## config.mk

```make
export PLATFORM = sky130hd
export DESIGN_NAME = load_store_unit
export DESIGN_NICKNAME = d
export VERILOG_FILES = /design/src/rtl/cpu_pkg.sv /design/src/rtl/load_store_unit.sv
export SDC_FILE = /design/constraint.sdc
export NUM_CORES = 1
export LEC_CHECK = 0
export BUFFER_PORTS_ARGS = -buffer_cell sky130_fd_sc_hd__buf_2
export CAP_MARGIN = 0
export CORE_MARGIN = 2
export CORE_UTILIZATION = 31
export DETAILED_ROUTE_END_ITERATION = 7
export PLACE_DENSITY = 0.7
export SLEW_MARGIN = 10
export SYNTH_ARGS = -nofsm -noshare
export SYNTH_HDL_FRONTEND = slang
export SYNTH_SLANG_ARGS = --single-unit
```

## constraint.sdc

```tcl
create_clock -name clk -period 1.1 [get_ports clk]
set_clock_uncertainty 0.15 [all_clocks]
set_input_delay 0.055 -clock clk [delete_from_list [all_inputs] [get_ports clk]]
set_output_delay 0.055 -clock clk [all_outputs]
set_load 0.05 [all_outputs]
```

## src/rtl/cpu_pkg.sv

```systemverilog
// Shared CPU-side definitions: data-memory command encoding and LSU state type.
package cpu_pkg;

  localparam logic MEM_CMD_READ  = 1'b0;
  localparam logic MEM_CMD_WRITE = 1'b1;

  typedef enum logic [1:0] {
    IDLE  = 2'd0,
    ISSUE = 2'd1,
    WAIT  = 2'd2,
    RESP  = 2'd3
  } lsu_state_t;

endpackage

```

## src/rtl/load_store_unit.sv

```systemverilog
// Load/store unit: sequences one request at a time onto the single-port data
// memory and returns load data over a valid/ready response channel.
module load_store_unit
  import cpu_pkg::*;
#(
  parameter int unsigned AW     = 8,
  parameter int unsigned DW     = 8,
  parameter int unsigned DEPTH  = 4,
  parameter int unsigned RD_LAT = 1
) (
  input  logic          clk,
  input  logic          rst_n,
  input  logic          req_valid,
  output logic          req_ready,
  input  logic          req_we,
  input  logic [AW-1:0] req_addr,
  input  logic [DW-1:0] req_wdata,
  output logic          rsp_valid,
  input  logic          rsp_ready,
  output logic [DW-1:0] rsp_rdata,
  output logic          rsp_err,
  output logic          mem_cmd,
  output logic [AW-1:0] mem_addr,
  output logic [DW-1:0] mem_wdata,
  output logic          mem_wdata_oe,
  input  logic [DW-1:0] mem_rdata,
  output logic          busy
);

  // Counter wide enough to hold RD_LAT (at least one bit).
  localparam int unsigned CW = (RD_LAT < 2) ? 1 : $clog2(RD_LAT + 1);

  lsu_state_t    state_q, state_d;
  logic          we_q, we_d;
  logic          oor_q, oor_d;
  logic [CW-1:0] cnt_q, cnt_d;

  logic          req_ready_d;
  logic          rsp_valid_d;
  logic [DW-1:0] rsp_rdata_d;
  logic          rsp_err_d;
  logic          mem_cmd_d;
  logic [AW-1:0] mem_addr_d;
  logic [DW-1:0] mem_wdata_d;
  logic          mem_wdata_oe_d;
  logic          busy_d;

  logic          req_oor_c;

  // Request address falls outside the implemented memory words.
  assign req_oor_c = (32'(req_addr) >= DEPTH);

  // Next-state and next-output logic; the output registers load these values.
  always_comb begin
    state_d        = state_q;
    we_d           = we_q;
    oor_d          = oor_q;
    cnt_d          = cnt_q;
    req_ready_d    = req_ready;
    rsp_valid_d    = rsp_valid;
    rsp_rdata_d    = rsp_rdata;
    rsp_err_d      = rsp_err;
    mem_cmd_d      = MEM_CMD_READ;
    mem_addr_d     = mem_addr;
    mem_wdata_d    = mem_wdata;
    mem_wdata_oe_d = 1'b0;

    case (state_q)
      IDLE: begin
        if (req_valid && req_ready) begin
          we_d        = req_we;
          oor_d       = req_oor_c;
          mem_addr_d  = req_addr;
          req_ready_d = 1'b0;
          state_d     = ISSUE;
          if (req_we) begin
            mem_wdata_d = req_wdata;
            // Out-of-range stores are dropped: the bus stays in read mode.
            if (!req_oor_c) begin
              mem_cmd_d      = MEM_CMD_WRITE;
              mem_wdata_oe_d = 1'b1;
            end
          end
        end
      end
      ISSUE: begin
        if (we_q) begin
          // Stores are posted; the memory wrote at the edge closing ISSUE.
          req_ready_d = 1'b1;
          state_d     = IDLE;
        end else begin
          cnt_d   = CW'(RD_LAT);
          state_d = WAIT;
        end
      end
      WAIT: begin
        if (cnt_q == CW'(1)) begin
          rsp_rdata_d = oor_q ? '0 : mem_rdata;
          rsp_err_d   = oor_q;
          rsp_valid_d = 1'b1;
          state_d     = RESP;
        end else begin
          cnt_d = cnt_q - CW'(1);
        end
      end
      RESP: begin
        if (rsp_ready) begin
          rsp_valid_d = 1'b0;
          req_ready_d = 1'b1;
          state_d     = IDLE;
        end
      end
      default: begin
        req_ready_d = 1'b1;
        rsp_valid_d = 1'b0;
        state_d     = IDLE;
      end
    endcase

    busy_d = (state_d != IDLE);
  end

  // State and registered outputs with synchronous active-low reset.
  always_ff @(posedge clk) begin
    if (!rst_n) begin
      state_q      <= IDLE;
      we_q         <= 1'b0;
      oor_q        <= 1'b0;
      cnt_q        <= '0;
      req_ready    <= 1'b1;
      rsp_valid    <= 1'b0;
      rsp_rdata    <= '0;
      rsp_err      <= 1'b0;
      mem_cmd      <= MEM_CMD_READ;
      mem_addr     <= '0;
      mem_wdata    <= '0;
      mem_wdata_oe <= 1'b0;
      busy         <= 1'b0;
    end else begin
      state_q      <= state_d;
      we_q         <= we_d;
      oor_q        <= oor_d;
      cnt_q        <= cnt_d;
      req_ready    <= req_ready_d;
      rsp_valid    <= rsp_valid_d;
      rsp_rdata    <= rsp_rdata_d;
      rsp_err      <= rsp_err_d;
      mem_cmd      <= mem_cmd_d;
      mem_addr     <= mem_addr_d;
      mem_wdata    <= mem_wdata_d;
      mem_wdata_oe <= mem_wdata_oe_d;
      busy         <= busy_d;
    end
  end

endmodule
```

==> run_results.csv <==
group,metric,value,unit
run_status,status,"finished, violations left",
run_status,violations,"setup timing",
hold_path,hold_class,"in -> reg",
routing,wl_per_cell,12.87,um
global_route,grt_pass1_wl,5.899,mm
routing,routed_via_density,4.651,
worst_setup_path,cp_cell_sequence,"and4bb_4 > buf_8 > nand2_4 > a21boi_2",
yosys,synth_edf_count,0,
timing,finalCriticalPeriod,1.317,ns
timing,slew_viol_final,0,
yosys,synth_cell_types,27,
pwr,p_per_area,1339,nW/um2
worst_setup_path,arrival,1.38,ns
global_route,top_usage_layer,"met2",
placement,dp_slack,-0.1463,ns
routing,first_iter_violations,44,
placement,globalplace.congestion,0.6976,
global_route,grt_max_degree,23,
layout,nFillCells,401,
die,design.core.area,4324,um2
routing,ant_nets,0,
cts,htreeDepth,2,
hold_path,min_from,"rst_n",
routing,dr.pass1.iters,4,
pwr,cellLeakagePower,1.044,nW
cts,clk_latency,0.28,ns
cts,cts_buffer_depth,2,
worst_setup_path,rrSetupSlack,-0.22,ns
routing,totalWireLength,3.835,mm
timing,maxSlewHeadroom,83.53,%
timing,worst_pin_slew,0.2467,ns
cts,root_buffer,"clkbuf_8",
global_route,gr-usage-all-layers,15.05,%
yosys,synth_ff_type,"dfxtp_1",
layout,num_antenna_cells,0,
global_route,grt.met1_usage,15.47,%
cts,clkSlewWorstSetupHoldPaths,0.07,ns
cts,cts_tree,"built",
worst_setup_path,crit_path_max_fanout,5,
yosys,synth_nets,179,
die,dieArea,4989,um2
die,floorplan.initialDensity,31.83,%
timing,post-route-period-util,119.7,%
yosys,syn_area_per_cell,9.175,um2
global_route,use_met2,28.83,%
routing,vias,1386,
timing,fmax,0.7594,GHz
global_route,grt_overflow,0,
global_route,grt_pass1_vias,1363,
die,die_w,70.63,um
routing,route.detailed.drc,0,
cts,cts_buffers,5,
yosys,synth-seq-area-share,49.45,%
worst_setup_path,startpoint_type,"flop",
worst_setup_path,critPathMaxStageDelay,0.41,ns
worst_setup_path,r2r_start,"state_q[1]$_SDFF_PN0_",
yosys,synth_area,1376,um2
worst_setup_path,startpoint,"state_q[1]$_SDFF_PN0_",
global_route,antenna_found_initial,0,
cts,clock-sinks,34,
pwr,ir_drop,0.0005577,V
timing,hold_viol_final,0,
die,die_h,70.63,um
worst_setup_path,critical_path_class,"reg -> reg",
worst_setup_path,slowest_stage,"and4bb_4",
layout,syn_to_final_growth,70.91,%
die,io_pins,59,
flow_run,drv_cap,0,
die,rows,24,
layout,nets,276,
timing,tns,-3.793,ns
yosys,synthArstFlopShare,0,%
placement,dp_hpwl,2.233,mm
timing,fin_ws,-0.2169,ns
yosys,syn_inst,150,
yosys,yosys_warnings,0,
worst_setup_path,endpoint_kind,"flop",
global_route,grt_use_met3,4.558,%
timing,rsz0062_at_grt,"yes",
yosys,ys_seq_elements,34,
placement,io_buffers,58,
timing,finalSetupViolCount,34,
worst_setup_path,cp_data_required_time,1.16,ns
layout,drive_above_1_share,42.68,%
[sequential cells by signal, summed over array words and instances (netlist names), 2 cells and up]
name / cells
mem_addr: 8
mem_wdata: 8
rsp_rdata: 8
state_q: 2
[cell type report]
type	instances	area, um2	share of cell area, %
clock buffers	6	82.58	3.511
repair buffers	100	770.7	32.77
well taps	52	65.06	2.766
multi-input cells	106	745.7	31.70
flip-flops and latches	34	688.2	29.26
[kinds of logic after synthesis]
kind of cell	share of synthesized area (%)
AO/OA/AOI/OAI	14.73
buffers and inverters	3.364
flip-flops	49.45
multiplexers	7.364
AND/OR/NAND/NOR	25.09
[path summary, 6_finish.rpt]
check        depth (start not counted)                   endpoint
max                                  4   mem_addr[2]$_SDFFE_PN0P_
min reg2reg                          2  rsp_rdata[4]$_SDFFE_PN0P_
max reg2reg                          4   mem_addr[2]$_SDFFE_PN0P_
min                                  3     req_ready$_SDFFE_PN1P_
[where the power goes]
group | switching, mW | leakage (nW) | internal [mW] | total [mW]
logic | 0.474 | 0.722 | 0.392 | 0.866
registers | 0.0627 | 0.279 | 1.32 | 1.38
clock network | 0.420 | 0.0431 | 0.482 | 0.903
total | 0.958 | 1.04 | 2.19 | 3.15
[stage by stage]
stage                     instance area, um2  cells  utilization, %  hold WS [ns]  power, mW
after floorplan                         1424    150               -       0.03989      1.857
after global placement                  1812    264           41.90        0.1477      2.051
after detailed placement                1812    264           41.90        0.1526      2.058
after CTS                               2227    297           51.50      0.002102      3.090
after global routing                    2352    298           54.40       0.04611      3.294
final                                   2352    298           54.40       0.04267      3.149
[repair_timing]
item | in CTS | in global routing
pin swaps | 1 | 13
setup endpoints to repair | 37 | 56
cloned | 0 | 1
hold buffers | 26 | 0
endpoints found under the hold margin | 27 | 0
gates resized for setup | 20 | 42
setup buffers | 1 | 1
[routing by layer]
layer	share of wire (%)	wire [um]
met1	39	1511
met3	5.5	212
met4	1.4	53
met5	0	0
met2	54	2058
[Yosys cell counts, types with 2 or more instances]
cell,instances,area (um2)
nand3_1,2,10.01
buf_2,4,20.02
a21boi_0,20,150.1
dfxtp_1,34,680.7
nand3b_1,9,67.56
clkbuf_1,5,18.77
nand2_1,45,168.9
nor2b_1,2,12.51
a21oi_1,2,10.01
mux2i_1,9,90.09
o21ai_0,2,10.01
[cell usage in the layout, fill, tap and decap left out, drive strengths merged]
master | Yosys | final
a21oi | 2 | 2
clkbuf | 5 | 25
o211ai | 1 | 1
and2 | 1 | 1
o31a | 1 | 1
and4 | 1 | 1
nand3b | 9 | 9
nand2 | 46 | 46
nor3b | 1 | 1
o2bb2ai | 1 | 1
mux2 | 1 | 1
o21ai | 2 | 2
or4 | 1 | 1
nor2 | 1 | 1
mux2i | 9 | 9
nand4bb | 1 | 1
and3b | 1 | 1
dlygate4sd3 | 0 | 26
nor2b | 2 | 2
and4bb | 1 | 1
buf | 5 | 55
nand3 | 2 | 2
nor3 | 1 | 1
a21boi | 21 | 21
dfxtp | 34 | 34
[critical path, delay by kind of cell, from the launching register on]
family / cells / cell delay (ns)
buffers and inverters: 1 / 0.15
DFF: 1 / 0.34
AOI/OAI and AO/OA: 1 / 0.14
and+or+nand+nor: 2 / 0.46
No activity file was read; power rests on OpenSTA's default activity.
